**src/rtl/step_counter_pkg.sv**
```systemverilog
// Shared defaults and the update-select encoding for step_counter.
package step_counter_pkg;
  localparam int DEF_WIDTH     = 10;
  localparam int DEF_RESET_VAL = -50;
  localparam int DEF_MIN       = -230;
  localparam int DEF_MAX       = 235;
  localparam int DEF_STEP_UP   = 5;
  localparam int DEF_STEP_DN   = 9;
  localparam int DEF_INV       = -11;

  typedef enum logic [1:0] {
    UPD_HOLD,
    UPD_LOAD,
    UPD_STEP,
    UPD_ERR
  } upd_e;
endpackage

```
**src/rtl/step_counter_next.sv**
```systemverilog
// Combinational next-value unit: one step, INV skip, then bound policy.
// Bound policy: wrap when STEP_COUNTER_WRAP_EN is defined, saturate otherwise.
module step_counter_next
  import step_counter_pkg::*;
#(
  parameter int WIDTH   = DEF_WIDTH,
  parameter int MIN     = DEF_MIN,
  parameter int MAX     = DEF_MAX,
  parameter int STEP_UP = DEF_STEP_UP,
  parameter int STEP_DN = DEF_STEP_DN,
  parameter int INV     = DEF_INV
) (
  input  logic signed [WIDTH-1:0] cnt,
  input  logic                    mode,
  output logic signed [WIDTH-1:0] nxt,
  output logic                    skip_hit,
  output logic                    bnd_hit
);
  // Two guard bits so cnt plus two steps never overflows.
  localparam int XW = WIDTH + 2;
  localparam logic signed [XW-1:0]    UP_X  = XW'(STEP_UP);
  localparam logic signed [XW-1:0]    DN_X  = XW'(-STEP_DN);
  localparam logic signed [XW-1:0]    MIN_X = XW'(MIN);
  localparam logic signed [XW-1:0]    MAX_X = XW'(MAX);
  localparam logic signed [XW-1:0]    INV_X = XW'(INV);
  localparam logic signed [WIDTH-1:0] MIN_W = WIDTH'(MIN);
  localparam logic signed [WIDTH-1:0] MAX_W = WIDTH'(MAX);
`ifdef STEP_COUNTER_WRAP_EN
  localparam bit WRAP = 1'b1;
`else
  localparam bit WRAP = 1'b0;
`endif

  logic signed [XW-1:0] cur;
  logic signed [XW-1:0] step;
  logic signed [XW-1:0] raw;
  logic signed [XW-1:0] adv;

  always_comb begin
    cur      = {{2{cnt[WIDTH-1]}}, cnt};
    step     = mode ? UP_X : DN_X;
    raw      = cur + step;
    skip_hit = (raw == INV_X);
    adv      = skip_hit ? raw + step : raw;
    bnd_hit  = 1'b0;
    nxt      = adv[WIDTH-1:0];
    if (adv > MAX_X) begin
      bnd_hit = 1'b1;
      nxt     = WRAP ? MIN_W : MAX_W;
    end else if (adv < MIN_X) begin
      bnd_hit = 1'b1;
      nxt     = WRAP ? MAX_W : MIN_W;
    end
  end
endmodule

```
**src/rtl/step_counter.sv**
```systemverilog
// Signed up/down step counter with enable, range-checked load and INV skip.
// Bound policy selected in step_counter_next by STEP_COUNTER_WRAP_EN.
module step_counter
  import step_counter_pkg::*;
#(
  parameter int WIDTH     = DEF_WIDTH,
  parameter int RESET_VAL = DEF_RESET_VAL,
  parameter int MIN       = DEF_MIN,
  parameter int MAX       = DEF_MAX,
  parameter int STEP_UP   = DEF_STEP_UP,
  parameter int STEP_DN   = DEF_STEP_DN,
  parameter int INV       = DEF_INV
) (
  input  logic                    clk,
  input  logic                    rst,
  input  logic                    en,
  input  logic                    mode,
  input  logic                    load,
  input  logic signed [WIDTH-1:0] load_val,
  output logic signed [WIDTH-1:0] cnt,
  output logic                    at_max,
  output logic                    at_min,
  output logic                    skip,
  output logic                    bnd,
  output logic                    load_err
);
  localparam logic signed [WIDTH-1:0] MIN_W   = WIDTH'(MIN);
  localparam logic signed [WIDTH-1:0] MAX_W   = WIDTH'(MAX);
  localparam logic signed [WIDTH-1:0] INV_W   = WIDTH'(INV);
  localparam logic signed [WIDTH-1:0] RESET_W = WIDTH'(RESET_VAL);
  localparam int LIM_LO = -(1 <<< (WIDTH - 1));
  localparam int LIM_HI = (1 <<< (WIDTH - 1)) - 1;
  localparam int STEP_MAX = (STEP_UP > STEP_DN) ? STEP_UP : STEP_DN;

  if (!(MIN < RESET_VAL && RESET_VAL <= MAX)) begin : g_chk_reset_range
    $error("step_counter: RESET_VAL outside (MIN, MAX]");
  end
  if (RESET_VAL == INV) begin : g_chk_reset_inv
    $error("step_counter: RESET_VAL equals INV");
  end
  if (!(MIN < INV && INV < MAX)) begin : g_chk_inv_range
    $error("step_counter: INV outside (MIN, MAX)");
  end
  if (!(STEP_UP > 0 && STEP_DN > 0)) begin : g_chk_steps
    $error("step_counter: steps must be positive");
  end
  if (!(2 * STEP_MAX < MAX - MIN)) begin : g_chk_span
    $error("step_counter: double step does not fit inside MIN..MAX");
  end
  if (!(MIN >= LIM_LO && MAX <= LIM_HI)) begin : g_chk_fit
    $error("step_counter: MIN/MAX do not fit in WIDTH");
  end

  logic signed [WIDTH-1:0] step_nxt;
  logic                    skip_hit;
  logic                    bnd_hit;

  step_counter_next #(
    .WIDTH  (WIDTH),
    .MIN    (MIN),
    .MAX    (MAX),
    .STEP_UP(STEP_UP),
    .STEP_DN(STEP_DN),
    .INV    (INV)
  ) u_next (
    .cnt     (cnt),
    .mode    (mode),
    .nxt     (step_nxt),
    .skip_hit(skip_hit),
    .bnd_hit (bnd_hit)
  );

  upd_e                    upd;
  logic                    load_ok;
  logic signed [WIDTH-1:0] cnt_d;

  always_comb begin
    load_ok = (load_val >= MIN_W) && (load_val <= MAX_W) && (load_val != INV_W);
    upd     = UPD_HOLD;
    if (load) upd = load_ok ? UPD_LOAD : UPD_ERR;
    else if (en) upd = UPD_STEP;

    cnt_d = cnt;
    case (upd)
      UPD_LOAD: cnt_d = load_val;
      UPD_STEP: cnt_d = step_nxt;
      default:  cnt_d = cnt;
    endcase
  end

  // Flags are registered from cnt_d so they always match the cnt they describe.
  always_ff @(posedge clk) begin
    if (rst) begin
      cnt      <= RESET_W;
      at_max   <= (RESET_W == MAX_W);
      at_min   <= (RESET_W == MIN_W);
      skip     <= 1'b0;
      bnd      <= 1'b0;
      load_err <= 1'b0;
    end else begin
      cnt      <= cnt_d;
      at_max   <= (cnt_d == MAX_W);
      at_min   <= (cnt_d == MIN_W);
      skip     <= (upd == UPD_STEP) && skip_hit;
      bnd      <= (upd == UPD_STEP) && bnd_hit;
      load_err <= (upd == UPD_ERR);
    end
  end
endmodule

```
**config.mk**
```make
export PLATFORM = sky130hd
export DESIGN_NAME = step_counter
export DESIGN_NICKNAME = d
export VERILOG_FILES = /design/src/rtl/step_counter_pkg.sv /design/src/rtl/step_counter_next.sv /design/src/rtl/step_counter.sv
export SDC_FILE = /design/constraint.sdc
export NUM_CORES = 1
export LEC_CHECK = 0
export ABC_AREA = 1
export CAP_MARGIN = 15
export CORE_MARGIN = 4
export CORE_UTILIZATION = 55
export CTS_CLUSTER_DIAMETER = 120
export CTS_CLUSTER_SIZE = 28
export DETAILED_ROUTE_END_ITERATION = 8
export PLACE_DENSITY = 0.79
export SKIP_LAST_GASP = 1
export SLEW_MARGIN = 0
export SYNTH_ARGS = -nofsm -noshare
export SYNTH_HDL_FRONTEND = slang
export SYNTH_SLANG_ARGS = --single-unit
```
**constraint.sdc**
```tcl
create_clock -name clk -period 5.2 [get_ports clk]
set_clock_uncertainty 0.05 [all_clocks]
set_input_delay 1.04 -clock clk [delete_from_list [all_inputs] [get_ports clk]]
set_output_delay 1.04 -clock clk [all_outputs]
set_load 0.1 [all_outputs]
```
==> out/metrics.cfg, run 1 <==
[cells_and_area]
num_antenna_cells=0
syn_to_final_growth_pct=23.84
layout.cells.non_filler=563
post_route_cells_drive_above_1_share=0.1742
nNetsFinal=543

[sta]
report.final.slew_viol_count=0
period_minus_slack_ns=4.704
maxClockFrequency_ghz=0.2126
max_slew.worst_pin.slew_ns=0.9934
layout_worst_path_cycle_share=0.9046
rsz0062_at_grt=no
fin_setup_tns_ns=0
endpoints_failing_hold=0
setup_viol=0
slew_headroom=0.3357

[routing]
drt_drc_violations_left=0
detailedRoute.firstIterationViolations=345
drt.antenna.violating_nets=0
wirelength_um=7918
viasPerCell=5.547
detailroute.via_count=3123
dr_wl_cell_um=14.06
firstDrtPassIters=7

[setup_path]
worst-setup-path-type=in2reg
timing.critical_path.fanout_max=7
worst_path_largest_cell_delay_ns=0.43
worstReg2RegStart=cnt[5]$_SDFF_PP0_
critical-path-top-cell-by-count=sky130_fd_sc_hd__nand2_1
critical_path_arrival_ns=4.85
timing.critical_path.slowest_stage_cell=sky130_fd_sc_hd__fa_2
critPathLaunchType=input port
rr_endpoint=at_min$_SDFF_PP0_
slack_of_the_worst_reg_to_reg_path_ns=1.43
timing.critical_path.to_type=flop
worst_r2r_path_depth=27
required_ns=5.35

[synth]
synth.net_count=494
yosys.cell_types.count=36
netlist.area_leader.share=0.2462
yosys.cell_count.top_type=sky130_fd_sc_hd__nand2_1
synth.area.top_cells=sky130_fd_sc_hd__nand2_1, sky130_fd_sc_hd__dfxtp_1, sky130_fd_sc_hd__inv_1, sky130_fd_sc_hd__nand3_1, sky130_fd_sc_hd__ha_1
sequential_cell_area_fraction_in_the_yosys_report=0.1172
post_synth.cell_area_avg_um2=5.532
synth_ff_type=sky130_fd_sc_hd__dfxtp_1
cells_after_synthesis=463
netlist.top_cell.by_area=sky130_fd_sc_hd__nand2_1
netlist_area_mm2=0.002561
ys_top_cells_by_count=sky130_fd_sc_hd__nand2_1, sky130_fd_sc_hd__inv_1, sky130_fd_sc_hd__nand3_1
asyncSetResetFlopFracSynth=0
synth_edf_count=0
yosysWarningCount=0
synth.ff_latch_count=15

[cts]
clock_sinks=15
tritoncts.num_buffers=3
clock_transition_at_the_register_clock_pins_on_the_worst_setup_and_hold_paths_after_cts_ns=0.07
clock_latency_ns=0.26
clock_tree_from_tritoncts=yes
ctsRootBufferMaster=sky130_fd_sc_hd__clkbuf_8
cts_hold_buf=0
maximum_clock_insertion_buffer_count=2
htreeDepth=1

[power]
p_per_area_mw_per_mm2=314.7
power_leakage_uw=0.001718
final_total_power_uw=998.2
clock_power_share=0.104
comb_power_share=0.754
sequentialPowerShare=0.142
cell_internal_pwr_uw=434.1
switching_share=0.5651
vdd_ir_drop_max_uv=199.3
power.net_switching_uw=564.1

[die]
die_area_mm2=0.005813
design.portCount=30
initial_utilization=0.5763
floorplan.rows=24
floorplan.die.width_um=76.24
core_area_mm2=0.004444
die-height_um=76.24

[min_path]
hp-class=reg2reg
hold_depth=2
min_delay_worst_endpoint=cnt[9]$_SDFF_PP1_
hp-start=cnt[9]$_SDFF_PP1_

[place]
placed_cells=553
finalWeightedCongestion=0.9718
dp_hpwl_um=6221
place.port_buffers=29

[grt]
wire_length_of_the_first_global_routing_pass_um=12520
antenna_violations_before_repair=0
grt_use_total=0.2566
grt_max_degree=12
global_route.overflow_total=0
first_global_vias=2765

[run_status]
run_status=finished, final reports clean

[flow_run]
max_cap_viol_count=0

cell families after synthesis:
group                    count (synthesis)  synth area share
flip-flops                              15            0.1172
AO/OA/AOI/OAI                           40           0.08842
AND/OR/NAND/NOR                        311            0.5906
buffers and inverters                   80            0.1192
adder cells (fa/ha/maj)                 16           0.08109
XOR/XNOR                                 1          0.003420
state kept, by name, indices dropped and copies added (netlist names):
| signal | count |
|---|---|
| skip | 1 |
| at_min | 1 |
| load_err | 1 |
| at_max | 1 |
| bnd | 1 |
| cnt | 10 |
how the worst max path moves through the flow:
stage	startpoint	slack [ns]	depth (start not counted)	endpoint
3_5_place_dp	mode	-0.10	25	at_max$_SDFF_PP0_
2_1_floorplan	mode	0.74	28	at_min$_SDFF_PP0_
3_3_place_gp	mode	-0.09	25	at_max$_SDFF_PP0_
6_report	mode	0.50	30	at_min$_SDFF_PP0_
4_1_cts	mode	0.16	25	at_max$_SDFF_PP0_
5_1_grt	mode	0.16	32	at_max$_SDFF_PP0_
timing repair:
| item | 4_1_cts | 5_1_grt |
|---|---|---|
| resized for setup | 0 | 22 |
| setup buffers | 0 | 5 |
| endpoints found under the setup margin | 0 | 9 |
| endpoints found under the hold margin | 0 | 0 |
stage by stage:
stage / util / area, um2 / hold slack, ns / worst slack [ns]
floorplan: - / 2561 / 0.9808 / 0.7449
CTS: 0.6838 / 3039 / 0.5790 / 0.1594
finish: 0.7137 / 3172 / 0.5816 / 0.4961
detailed placement: 0.6729 / 2990 / 0.5601 / -0.1026
global placement: 0.6729 / 2990 / 0.5871 / -0.08575
global route: 0.7137 / 3172 / 0.6025 / 0.1585
layout make-up:
type	count	area (um2)
inverters	77	292.8
well taps	52	65.06
flip-flops and latches	15	300.3
clock inverters	1	7.507
multi-input cells	369	2044
clock buffers	3	41.29
fillers	403	1272
repair buffers	46	420.4
cells in the final DEF, fill, tap and decap left out, types with 3 or more instances in the layout:
| cell type | synthesis | routed |
|---|---|---|
| sky130_fd_sc_hd__nand2_1 | 168 | 167 |
| sky130_fd_sc_hd__inv_1 | 71 | 70 |
| sky130_fd_sc_hd__nand3_1 | 53 | 54 |
| sky130_fd_sc_hd__nor2_1 | 33 | 31 |
| sky130_fd_sc_hd__clkdlybuf4s50_1 | 0 | 28 |
| sky130_fd_sc_hd__buf_4 | 1 | 17 |
| sky130_fd_sc_hd__nand2_2 | 15 | 16 |
| sky130_fd_sc_hd__dfxtp_1 | 15 | 15 |
| sky130_fd_sc_hd__a21oi_1 | 17 | 14 |
| sky130_fd_sc_hd__nor2_4 | 8 | 8 |
| sky130_fd_sc_hd__nand2_4 | 8 | 8 |
| sky130_fd_sc_hd__o21ai_0 | 10 | 8 |
| sky130_fd_sc_hd__ha_1 | 15 | 8 |
| sky130_fd_sc_hd__nand4_1 | 6 | 6 |
| sky130_fd_sc_hd__nand3_2 | 6 | 6 |
| sky130_fd_sc_hd__nor2_2 | 3 | 5 |
| sky130_fd_sc_hd__inv_2 | 5 | 5 |
| sky130_fd_sc_hd__a21oi_2 | 1 | 4 |
| sky130_fd_sc_hd__nor3_1 | 5 | 4 |
| sky130_fd_sc_hd__o22ai_1 | 4 | 4 |
| sky130_fd_sc_hd__ha_4 | 0 | 4 |
| sky130_fd_sc_hd__o21ai_1 | 1 | 3 |
| sky130_fd_sc_hd__ha_2 | 0 | 3 |
| sky130_fd_sc_hd__clkbuf_8 | 0 | 3 |
metal layers:
metal | routed length [um] | GRT usage | share of wire
met1 | 3593 | 0.3560 | 0.45
met2 | 3665 | 0.4183 | 0.46
met3 | 555 | 0.04374 | 0.070
met4 | 104 | 0.04891 | 0.013
met5 | 0 | 0 | 0
worst max-delay path, delay by kind of cell:
kind | cells | cell delay [ns]
adders and majority gates | 2 | 0.72
and+or+nand+nor | 19 | 1.73
buffers and inverters | 7 | 1.07
AOI/OAI and AO/OA | 2 | 0.26
power by group through the flow:
stage | Sequential (uW) | Combinational [uW] | Clock, uW
floorplan | 211 | 451 | 0
global placement | 144 | 685 | 0
detailed placement | 143 | 695 | 0
CTS | 141 | 699 | 105
global route | 143 | 828 | 110
finish | 142 | 753 | 103
Power figures use the tool's default switching activity.
==> run 2, diff against run 1 <==
Settings changed: CORE_UTILIZATION 55 to 58, PLACE_DENSITY 0.79 to 0.82, SKIP_CTS_REPAIR_TIMING set to 1.
==> out/metrics.cfg, run 2 (synthesis gave the netlist of run 1 again) <==
[setup_path]
setup.worst_path.start=mode  ; unchanged
timing.critical_path.slowest_stage_cell=sky130_fd_sc_hd__ha_1  ; was sky130_fd_sc_hd__fa_2
rr_endpoint=at_max$_SDFF_PP0_  ; was at_min$_SDFF_PP0_
critical_path_arrival_ns=4.88  ; was 4.85 ns
critical-path-top-cell-by-count=sky130_fd_sc_hd__nand2_1  ; unchanged
worst_path_largest_cell_delay_ns=0.42  ; was 0.43 ns
slack_of_the_worst_reg_to_reg_path_ns=1.31  ; was 1.43 ns
worst_r2r_path_depth=27  ; unchanged
critPathLaunchType=input port  ; unchanged
timing.critical_path.to_type=flop  ; unchanged
worstReg2RegStart=cnt[1]$_SDFF_PP1_  ; was cnt[5]$_SDFF_PP0_
timing.critical_path.fanout_max=6  ; was 7
worst-setup-path-type=in2reg  ; unchanged
required_ns=5.35  ; about the same

[sta]
maxClockFrequency_ghz=0.2115  ; was 0.2126 GHz
max_slew.worst_pin.slew_ns=0.9983  ; was 0.9934 ns
final_critical_path_setup_slack_ns=0.4726  ; was 0.4961 ns
setup_viol=0  ; unchanged
report.final.slew_viol_count=0  ; unchanged
endpoints_failing_hold=0  ; unchanged
layout_worst_path_cycle_share=0.9091  ; was 0.9046
period_minus_slack_ns=4.727  ; was 4.704 ns
rsz0062_at_grt=no  ; unchanged
slew_headroom=0.3323  ; was 0.3357

[cts]
clock_latency_ns=0.26  ; about the same
tritoncts.num_buffers=3  ; unchanged
clock_sinks=15  ; unchanged
clock_transition_at_the_register_clock_pins_on_the_worst_setup_and_hold_paths_after_cts_ns=0.07  ; about the same
clock_tree_from_tritoncts=yes  ; unchanged
maximum_clock_insertion_buffer_count=2  ; unchanged
htreeDepth=1  ; unchanged
ctsRootBufferMaster=sky130_fd_sc_hd__clkbuf_8  ; unchanged

[cells_and_area]
fill_cells=388  ; was 403
nNetsFinal=537  ; was 543
regMostFlops=cnt  ; unchanged
final_core_utilization=0.7385  ; was 0.7137
syn_to_final_growth_pct=19.49  ; was 23.84%
final_common_cell=sky130_fd_sc_hd__nand2_1  ; unchanged
largest_register_ff_count=10  ; unchanged
num_antenna_cells=0  ; unchanged
post_route_cells_drive_above_1_share=0.1465  ; was 0.1742
layout.cells.most_common_list=sky130_fd_sc_hd__nand2_1, sky130_fd_sc_hd__inv_1, sky130_fd_sc_hd__nand3_1  ; unchanged
final_cell_area_excluding_filler_cells_mm2=0.003060  ; was 0.003172 mm2

[min_path]
hp-class=reg2reg  ; unchanged
min_delay_worst_endpoint=cnt[9]$_SDFF_PP1_  ; unchanged
hold_depth=2  ; unchanged
hp-start=cnt[9]$_SDFF_PP1_  ; unchanged

[die]
floorplan.die.width_um=74.45  ; was 76.24 um
floorplan.rows=23  ; was 24
design.portCount=30  ; unchanged
die_area_mm2=0.005543  ; was 0.005813 mm2
die-height_um=74.45  ; was 76.24 um
core_area_mm2=0.004144  ; was 0.004444 mm2
initial_utilization=0.6181  ; was 0.5763

[routing]
drt_drc_violations_left=0  ; unchanged
drt.antenna.violating_nets=0  ; unchanged
viasPerCell=5.452  ; was 5.547
detailedRoute.firstIterationViolations=237  ; was 345
detailroute.via_count=3026  ; was 3123
firstDrtPassIters=5  ; was 7
dr_wl_cell_um=13.62  ; was 14.06 um
wirelength_um=7557  ; was 7918 um

[grt]
grt_max_degree=12  ; unchanged
global_route.overflow_total=0  ; unchanged
wire_length_of_the_first_global_routing_pass_um=12290  ; was 12520 um
antenna_violations_before_repair=0  ; unchanged
grt_use_total=0.2850  ; was 0.2566
first_global_vias=2781  ; was 2765

[power]
switching_share=0.5719  ; was 0.5651
p_per_area_mw_per_mm2=314.4  ; was 314.7 mW/mm2
comb_power_share=0.745  ; was 0.754
sequentialPowerShare=0.147  ; was 0.142
cell_internal_pwr_uw=411.9  ; was 434.1 uW
power.net_switching_uw=550.4  ; was 564.1 uW
clock_power_share=0.108  ; was 0.104
power_leakage_uw=0.001689  ; was 0.001718 uW
vdd_ir_drop_max_uv=245.4  ; was 199.3 uV

[place]
dp_slack_ns=-0.07704  ; was -0.1026 ns
dp_hpwl_um=6175  ; was 6221 um
place.port_buffers=29  ; unchanged
dpl-instance-area_mm2=0.002973  ; was 0.002990 mm2
finalWeightedCongestion=1.024  ; was 0.9718

[run_status]
run_status=finished, final reports clean  ; unchanged

[flow_run]
max_cap_viol_count=0  ; unchanged

[run 2: changes by cell type in the layout (fill, tap and decap cells not counted), sizes merged]
cell	previous run	this run
clkinvlp	2	3
buf	17	10
[run 2: critical path, delay by kind of cell]
family	cells	cell delay (ns)
buffers and inverters	6	0.82
adder cells (fa/ha/maj)	2	0.77
AO/OA/AOI/OAI	2	0.41
AND/OR/NAND/NOR	17	1.82
[run 2: layout make-up]
class	count	area, um2	area share
clock inverter	1	7.507	0.002453
multi-input combinational	369	1981	0.6472
tap	50	62.56	0.02044
timing repair inverter	1	7.507	0.002453
clock buffer	3	41.29	0.01349
sequential	15	300.3	0.09812
inverter	77	292.8	0.09567
timing repair buffer	39	367.9	0.1202
[run 2: worst max path at each step]
stage | slack (ns) | to | depth (start not counted)
floorplan | 0.74 | at_min$_SDFF_PP0_ | 28
global route | 0.13 | at_max$_SDFF_PP0_ | 28
global placement | -0.03 | at_max$_SDFF_PP0_ | 25
CTS | 0.18 | at_max$_SDFF_PP0_ | 25
finish | 0.47 | at_max$_SDFF_PP0_ | 27
detailed placement | -0.08 | at_max$_SDFF_PP0_ | 25
[run 2: power groups by stage]
stage          logic [uW]  clock network (uW)  registers (uW)
5_1_grt               790                 109             143
6_report              716                 104             142
4_1_cts               695                 105             141
2_1_floorplan         451                   0             211
3_5_place_dp          692                   0             144
3_3_place_gp          682                   0             144
[run 2: routing by layer]
metal / share of wire / wire length (um) / GRT usage / vias up
li1: - / - / - / 1556
met1: 0.47 / 3568 / 0.3977 / 1334
met2: 0.44 / 3349 / 0.4449 / 115
met3: 0.060 / 457 / 0.04189 / 21
met4: 0.024 / 182 / 0.1028 / 0
met5: 0 / 0 / 0 / -
[run 2: per-stage QoR]
step / hold WS, ns / cells / power [uW] / setup TNS [ns]
2_1_floorplan: 0.9808 / 463 / 662.0 / 0
3_3_place_gp: 0.5832 / 549 / 825.8 / -0.02843
3_5_place_dp: 0.5698 / 549 / 835.6 / -0.1187
4_1_cts: 0.5903 / 553 / 941.5 / 0
5_1_grt: 0.6366 / 555 / 1042 / 0
6_report: 0.5892 / 555 / 962.3 / 0
